`config.mk`:
```
export PLATFORM = sky130hd
export DESIGN_NAME = stream_argmin_flat
export DESIGN_NICKNAME = d
export VERILOG_FILES = /design/src/rtl/stream_argmin_if.sv /design/src/rtl/stream_argmin.sv /design/src/flat_wrapper.sv
export SDC_FILE = /design/constraint.sdc
export NUM_CORES = 1
export LEC_CHECK = 0
export ABC_AREA = 1
export BUFFER_PORTS_ARGS = -buffer_cell sky130_fd_sc_hd__buf_4
export CORE_UTILIZATION = 50
export DETAILED_ROUTE_END_ITERATION = 7
export PLACE_DENSITY = 0.78
export SYNTH_ARGS = -nofsm -noshare
export SYNTH_HDL_FRONTEND = slang
export SYNTH_SLANG_ARGS = --single-unit
```
`constraint.sdc`:
```
create_clock -name clk -period 2 [get_ports clk]
set_input_delay 0.2 -clock clk [delete_from_list [all_inputs] [get_ports clk]]
set_output_delay 0.2 -clock clk [all_outputs]
set_load 0.05 [all_outputs]
```
`src/rtl/stream_argmin_if.sv`:
```
// Stream handshake and result bundle for stream_argmin.
// The master side feeds elements and start; the slave side is the argmin block.
interface stream_argmin_if #(
    parameter int N = 8,
    parameter int L = 3
);
    logic              start;
    logic              in_valid;
    logic [N-1:0]      in_data;
    logic              in_ready;
    logic              done;
    logic [N-1:0]      min_val;
    logic [L-1:0]      min_idx;
    logic [2**L-1:0]   min_onehot;

    modport master (
        output start, in_valid, in_data,
        input  in_ready, done, min_val, min_idx, min_onehot
    );

    modport slave (
        input  start, in_valid, in_data,
        output in_ready, done, min_val, min_idx, min_onehot
    );
endinterface

```
`src/rtl/stream_argmin.sv`:
```
// Streaming argmin over a run of 2**L unsigned elements.
// Define STREAM_ARGMIN_TIE_LAST_EN to let the latest of equal minima win (default: earliest).
module stream_argmin #(
    parameter int N = 8,
    parameter int L = 3
) (
    input  logic             clk,
    input  logic             rst,
    stream_argmin_if.slave   bus
);
    // state | meaning
    // IDLE  | waiting for start after reset
    // RUN   | accepting elements, tracking running minimum
    // DONE  | result valid and held until the next start
    localparam logic [1:0] IDLE = 2'd0;
    localparam logic [1:0] RUN  = 2'd1;
    localparam logic [1:0] DONE = 2'd2;

    localparam logic [L:0] LAST = {1'b0, {L{1'b1}}};

    logic [1:0]   state;
    logic [L:0]   cnt;
    logic [N-1:0] min_val_r;
    logic [L-1:0] min_idx_r;
    logic         done_r;
    logic         better;

`ifdef STREAM_ARGMIN_TIE_LAST_EN
    assign better = (bus.in_data <= min_val_r);
`else
    assign better = (bus.in_data < min_val_r);
`endif

    always_ff @(posedge clk or posedge rst) begin
        if (rst) begin
            state     <= IDLE;
            cnt       <= '0;
            min_val_r <= '0;
            min_idx_r <= '0;
            done_r    <= 1'b0;
        end else begin
            case (state)
                IDLE: begin
                    if (bus.start) begin
                        state <= RUN;
                        cnt   <= '0;
                    end
                end
                RUN: begin
                    if (bus.in_valid) begin
                        // first element of a run seeds the minimum unconditionally
                        if (cnt == '0 || better) begin
                            min_val_r <= bus.in_data;
                            min_idx_r <= cnt[L-1:0];
                        end
                        cnt <= cnt + 1'b1;
                        if (cnt == LAST) begin
                            state  <= DONE;
                            done_r <= 1'b1;
                        end
                    end
                end
                DONE: begin
                    if (bus.start) begin
                        state  <= RUN;
                        done_r <= 1'b0;
                        cnt    <= '0;
                    end
                end
                default: begin
                    state <= IDLE;
                end
            endcase
        end
    end

    assign bus.in_ready   = (state == RUN);
    assign bus.done       = done_r;
    assign bus.min_val    = min_val_r;
    assign bus.min_idx    = min_idx_r;
    assign bus.min_onehot = {{(2**L-1){1'b0}}, 1'b1} << min_idx_r;
endmodule

```
`src/flat_wrapper.sv`:
```
// flat-port wrapper written by rule: the top's interface ports become plain ports
module stream_argmin_flat 
#(
    parameter int N = 8,
    parameter int L = 3
)
  (clk, rst, bus_start, bus_in_valid, bus_in_data, bus_in_ready, bus_done, bus_min_val, bus_min_idx, bus_min_onehot);
  stream_argmin_if #(.N(N), .L(L)) bus_i ();
  input  logic clk;
  input  logic rst;
  input wire logic [$bits(bus_i.start)-1:0] bus_start;
  input wire logic [$bits(bus_i.in_valid)-1:0] bus_in_valid;
  input wire logic [$bits(bus_i.in_data)-1:0] bus_in_data;
  output wire logic [$bits(bus_i.in_ready)-1:0] bus_in_ready;
  output wire logic [$bits(bus_i.done)-1:0] bus_done;
  output wire logic [$bits(bus_i.min_val)-1:0] bus_min_val;
  output wire logic [$bits(bus_i.min_idx)-1:0] bus_min_idx;
  output wire logic [$bits(bus_i.min_onehot)-1:0] bus_min_onehot;
  assign bus_i.start = bus_start;
  assign bus_i.in_valid = bus_in_valid;
  assign bus_i.in_data = bus_in_data;
  assign bus_in_ready = bus_i.in_ready;
  assign bus_done = bus_i.done;
  assign bus_min_val = bus_i.min_val;
  assign bus_min_idx = bus_i.min_idx;
  assign bus_min_onehot = bus_i.min_onehot;
  stream_argmin #(.N(N), .L(L)) u_core (.clk(clk), .rst(rst), .bus(bus_i));
endmodule
```
# Word-level counts from Yosys, hierarchy flattened
# Index checks and enable logic that the tools add are counted.
# word_totals
regBits	18
out_inout_bits	21
# op_classes
addsub	1
n_eq_ne	7
magnitude_cmp	1
n_shift	1
reduce_logical	10
muxes	11
# op_table
op	count
$reduce_and A3 Y1	3
$lt A8 B8 Y1	1
$mux W4	2
$pmux W4 S2	1
$shl A1 B3 Y8 const A	1
$mux W2	3
$add A4 B1 Y4 const B	1
$eq A4 B3 Y1 const B	1
$logic_not A4 Y1	1
$ne A2 B1 Y1 const B	2
$ne A2 B2 Y1 const B	2
$pmux W2 S2	1
$reduce_and A4 Y1	1
$reduce_bool A2 Y1	2
$mux W1	3
$eq A2 B1 Y1 const B	1
$eq A2 B2 Y1 const B	1
$logic_not A2 Y1	1
$pmux W1 S2	1
$reduce_or A2 Y1	1
$logic_or A1 B1 Y1	1

# Logic depth before layout (Yosys ltp)
# depth
depth_word	4
depth_mapped	13
ltp_nobuf	12

# Worst setup path after synthesis
# Ideal clock, no wire load.
# synth_path
path_type	reg-to-output
startpoint	register u_core.min_idx_r[2], in the netlist u_core.bus.min_idx[2]
endpoint	output bus_min_onehot[7]
n_path_buf	0
required_time_ps	1800
stages_incl_launch_ff	3
t_arrival_ps	1970
setup_slack_ps	-170
cell_sequence	dfrtp_1 -> inv_1 -> nor3_1
# synth_between
elab_chain_cells	1
# synth_rtl
element	line	source
start, declared	stream_argmin.sv:24	logic [L-1:0] min_idx_r;
start signal, assigned	stream_argmin.sv:54	min_idx_r <= cnt[L-1:0];
$shl A1 B3 Y8	stream_argmin.sv:81	assign bus.min_onehot = {{(2**L-1){1'b0}}, 1'b1} << min_idx_r;
end, declared	flat_wrapper.sv:18	output wire logic [$bits(bus_i.min_onehot)-1:0] bus_min_onehot;
# Every way passes these cells.

# Worst setup path after layout
# layout_path
startpoint	register u_core.min_val_r[5], in the netlist u_core.bus.min_val[5]
endpoint	register u_core.min_val_r[5], in the netlist u_core.bus.min_val[5]
# layout_between
elab_chain_cells	3
# layout_rtl
element	line	source
start, declared	stream_argmin.sv:23	logic [N-1:0] min_val_r;
start signal, assigned	stream_argmin.sv:53	min_val_r <= bus.in_data;
$lt A8 B8 Y1	stream_argmin.sv:31	assign better = (bus.in_data < min_val_r);
$logic_or A1 B1 Y1	stream_argmin.sv:52	if (cnt == '0 || better) begin
$reduce_and A3 Y1 (no line)	n/a	
# Every way passes these cells.
# A chain may end at the register's enable or synchronous reset.

==> impl_metrics.json <==
{
  "finalNonFillerCells": 198,
  "grt_pass1_wl_um": 3220,
  "synth_cells": 139,
  "period_needed_ps": 1800,
  "rr_startpoint": "u_core.bus.min_val[5]$_DFFE_PP0P_",
  "synth_area_um2": 1060,
  "period_share": 0.902,
  "crit_type": "flip-flop to flip-flop",
  "dr_total_vias": 990,
  "synth-seq-area-share": 0.426,
  "dr.pass1.iters": 4,
  "rrSetupSlack_ps": 200,
  "drtIter0Drc": 32,
  "fin_ws_ps": 196,
  "routedWlPerCell_um": 10.9,
  "synth_compound_area_frac": 0.0378,
  "fmax_ghz": 0.554,
  "skew_ps": 0.907,
  "grt_max_degree": 19,
  "status": "completed",
  "cts_setup_buffers": 0,
  "r2r_end": "u_core.bus.min_val[5]$_DFFE_PP0P_",
  "dieArea_um2": 2300,
  "cts_resized": 0,
  "overflow": 0,
  "cts_hold_buffers": 0,
  "h-tree-depth": 1,
  "clockBufferDepth": 2,
  "synth_cell_types": 17,
  "synth_xor_area_frac": 0,
  "synth_mux_area_frac": 0,
  "syn_nets": 160,
  "synthSimpleGateAreaFrac": 0.331,
  "nNetsFinal": 194,
  "antennaDiodeCount": 0,
  "wirelength_um": 2170,
  "hold_path.class": "primary input to asynchronous set/reset pin",
  "required_ps": 2180,
  "critPathMaxFanout": 12,
  "synth_top_family_by_area": "simple AND/OR/NAND/NOR gates",
  "cts_root_buf": "clkbuf_4",
  "relSlewSlack": 0.542,
  "peakVddDrop_uv": 1190,
  "clock-sinks": 18,
  "die_h_um": 48.0,
  "power.density_nw_per_um2": 1800,
  "drive_above_1_share": 0.257,
  "rsz0062_at_grt": "false",
  "drt_drc_violations_left": 0,
  "synth_warnings": 0,
  "hold_violations": 0,
  "r2r_cells": 10,
  "ant_nets": 0,
  "leakage_nw": 0.749,
  "io_buffers": 32,
  "start_util": 0.534,
  "grt_pass1_vias": 783,
  "clk_pin_slew_ps": 100,
  "vias_per_cell": 5.00,
  "slew_violations": 0,
  "grt_usage": 0.206,
  "gp_congestion": 0.791,
  "cts_tree": "done",
  "place_ws_ps": 233,
  "fp-row-count": 16,
  "worstPathArrival_ps": 1990,
  "antenna_found_initial": 0,
  "placed_cells": 195,
  "setup_violations": 0,
  "fp.coreArea_um2": 1980,
  "end_kind": "flip-flop",
  "avgSynthCellArea_um2": 7.62,
  "worst_pin_slew_ps": 687,
  "numCtsBuffers": 3,
  "synthToLayoutAreaGrowth_pct": 25.5,
  "synth_seq_cells": 18,
  "clock_latency_ps": 290,
  "place_hpwl_um": 1730,
  "maxCapViolations": 0,
  "synthAdderAreaFrac": 0.106,
  "boundaryPins": 33,
  "dieWidth_um": 48.0,
  "start_kind": "flip-flop"
}
-- flip-flops by register name (all words and copies together) (netlist names) --
register and cells:
u_core.bus.min_val 8, u_core.cnt 4, u_core.bus.min_idx 3, u_core.state 2
u_core.bus.done 1
-- placed cells by master (no fill, tap or decap) --
cell	synthesis	routed
a21oi_1	4	4
nand2_1	46	46
nand3_1	13	13
nand4_1	1	1
o21ai_1	3	3
clkbuf_4	0	3
nor3_2	1	1
nor3_1	8	8
nor2_4	1	1
ha_1	9	9
dfrtp_1	18	18
o21ai_0	1	1
nor2_1	7	7
inv_2	4	4
nand2_2	3	3
inv_1	17	17
buf_4	2	32
-- stage by stage --
stage                     setup TNS (ps)  hold slack (ps)   util  power [mW]  area (um^2)
after global placement                 0              333  0.659        2.18         1310
after CTS                              0             31.9  0.670        2.40         1330
final                                  0             11.3  0.670        2.39         1330
after floorplan                    -1020              139      -        1.84         1060
after detailed placement               0              347  0.659        2.23         1310
after global routing                   0             86.7  0.670        2.59         1330
-- critical path: stages (launching register included) --
cell,delay [ps]
dfrtp_1,390
inv_1,50
ha_1,300
a21oi_1,150
nor2_1,70
nor3_2,110
nand2_1,80
nand2_2,180
nand2_2,190
nand2_1,100
nand2_1,60
-- power breakdown --
group          leakage (nW)  internal, mW  switching, mW  total, mW
Sequential            0.227         0.517          0.161      0.678
Combinational         0.508         0.455           1.08       1.54
Clock                0.0138        0.0701          0.107      0.177
Total                 0.749          1.04           1.35       2.39
-- metal layers --
layer	share of wire	global-route usage	vias to the layer above
met5	0	0	-
met4	0.012	0.0833	0
met3	0.051	0.0226	4
met2	0.45	0.335	34
met1	0.49	0.277	448
li1	-	-	504
-- cells by family (layout without fill, tap and decap cells) --
kind of cell             count (synthesis)  in the layout
AND/OR/NAND/NOR                         80             80
AO/OA/AOI/OAI                            8              8
buffers and inverters                   24             56
adder cells (fa/ha/maj)                  9              9
flip-flops                              18             18
-- cell type report --
cell class                 count  area [um^2]
fill                         168          653
multi-input combinational     97          503
sequential                    18          450
timing repair buffer          32          240
inverter                      21         78.8
tap                           27         33.8
clock buffer                   3         22.5
-- worst max-delay path by stage --
stage | cells past startpoint | to | start | slack (ps)
3_3_place_gp | 10 | u_core.bus.min_val[4]$_DFFE_PP0P_ | u_core.bus.min_val[5]$_DFFE_PP0P_ | 340
6_report | 10 | u_core.bus.min_val[5]$_DFFE_PP0P_ | u_core.bus.min_val[5]$_DFFE_PP0P_ | 200
3_5_place_dp | 10 | u_core.bus.min_val[5]$_DFFE_PP0P_ | u_core.bus.min_val[5]$_DFFE_PP0P_ | 230
4_1_cts | 10 | u_core.bus.min_val[5]$_DFFE_PP0P_ | u_core.bus.min_val[5]$_DFFE_PP0P_ | 210
5_1_grt | 10 | u_core.bus.min_val[5]$_DFFE_PP0P_ | u_core.bus.min_val[5]$_DFFE_PP0P_ | 50
2_1_floorplan | 2 | bus_min_onehot[7] | u_core.bus.min_idx[2]$_DFFE_PP0P_ | -170
-- synth_stat cells --
master / n / area [um^2]
nand2_1: 46 / 173
dfrtp_1: 18 / 450
inv_1: 17 / 63.8
nand3_1: 13 / 65.1
ha_1: 9 / 113
nor3_1: 8 / 40.0
nor2_1: 7 / 26.3
a21oi_1: 4 / 20.0
inv_2: 4 / 15.0
nand2_2: 3 / 18.8
o21ai_1: 3 / 15.0
buf_4: 2 / 15.0
buf_6: 1 / 11.3
nand4_1: 1 / 6.26
nor2_4: 1 / 11.3
nor3_2: 1 / 10.0
o21ai_0: 1 / 5.00
(Power assumes the default switching activity.)
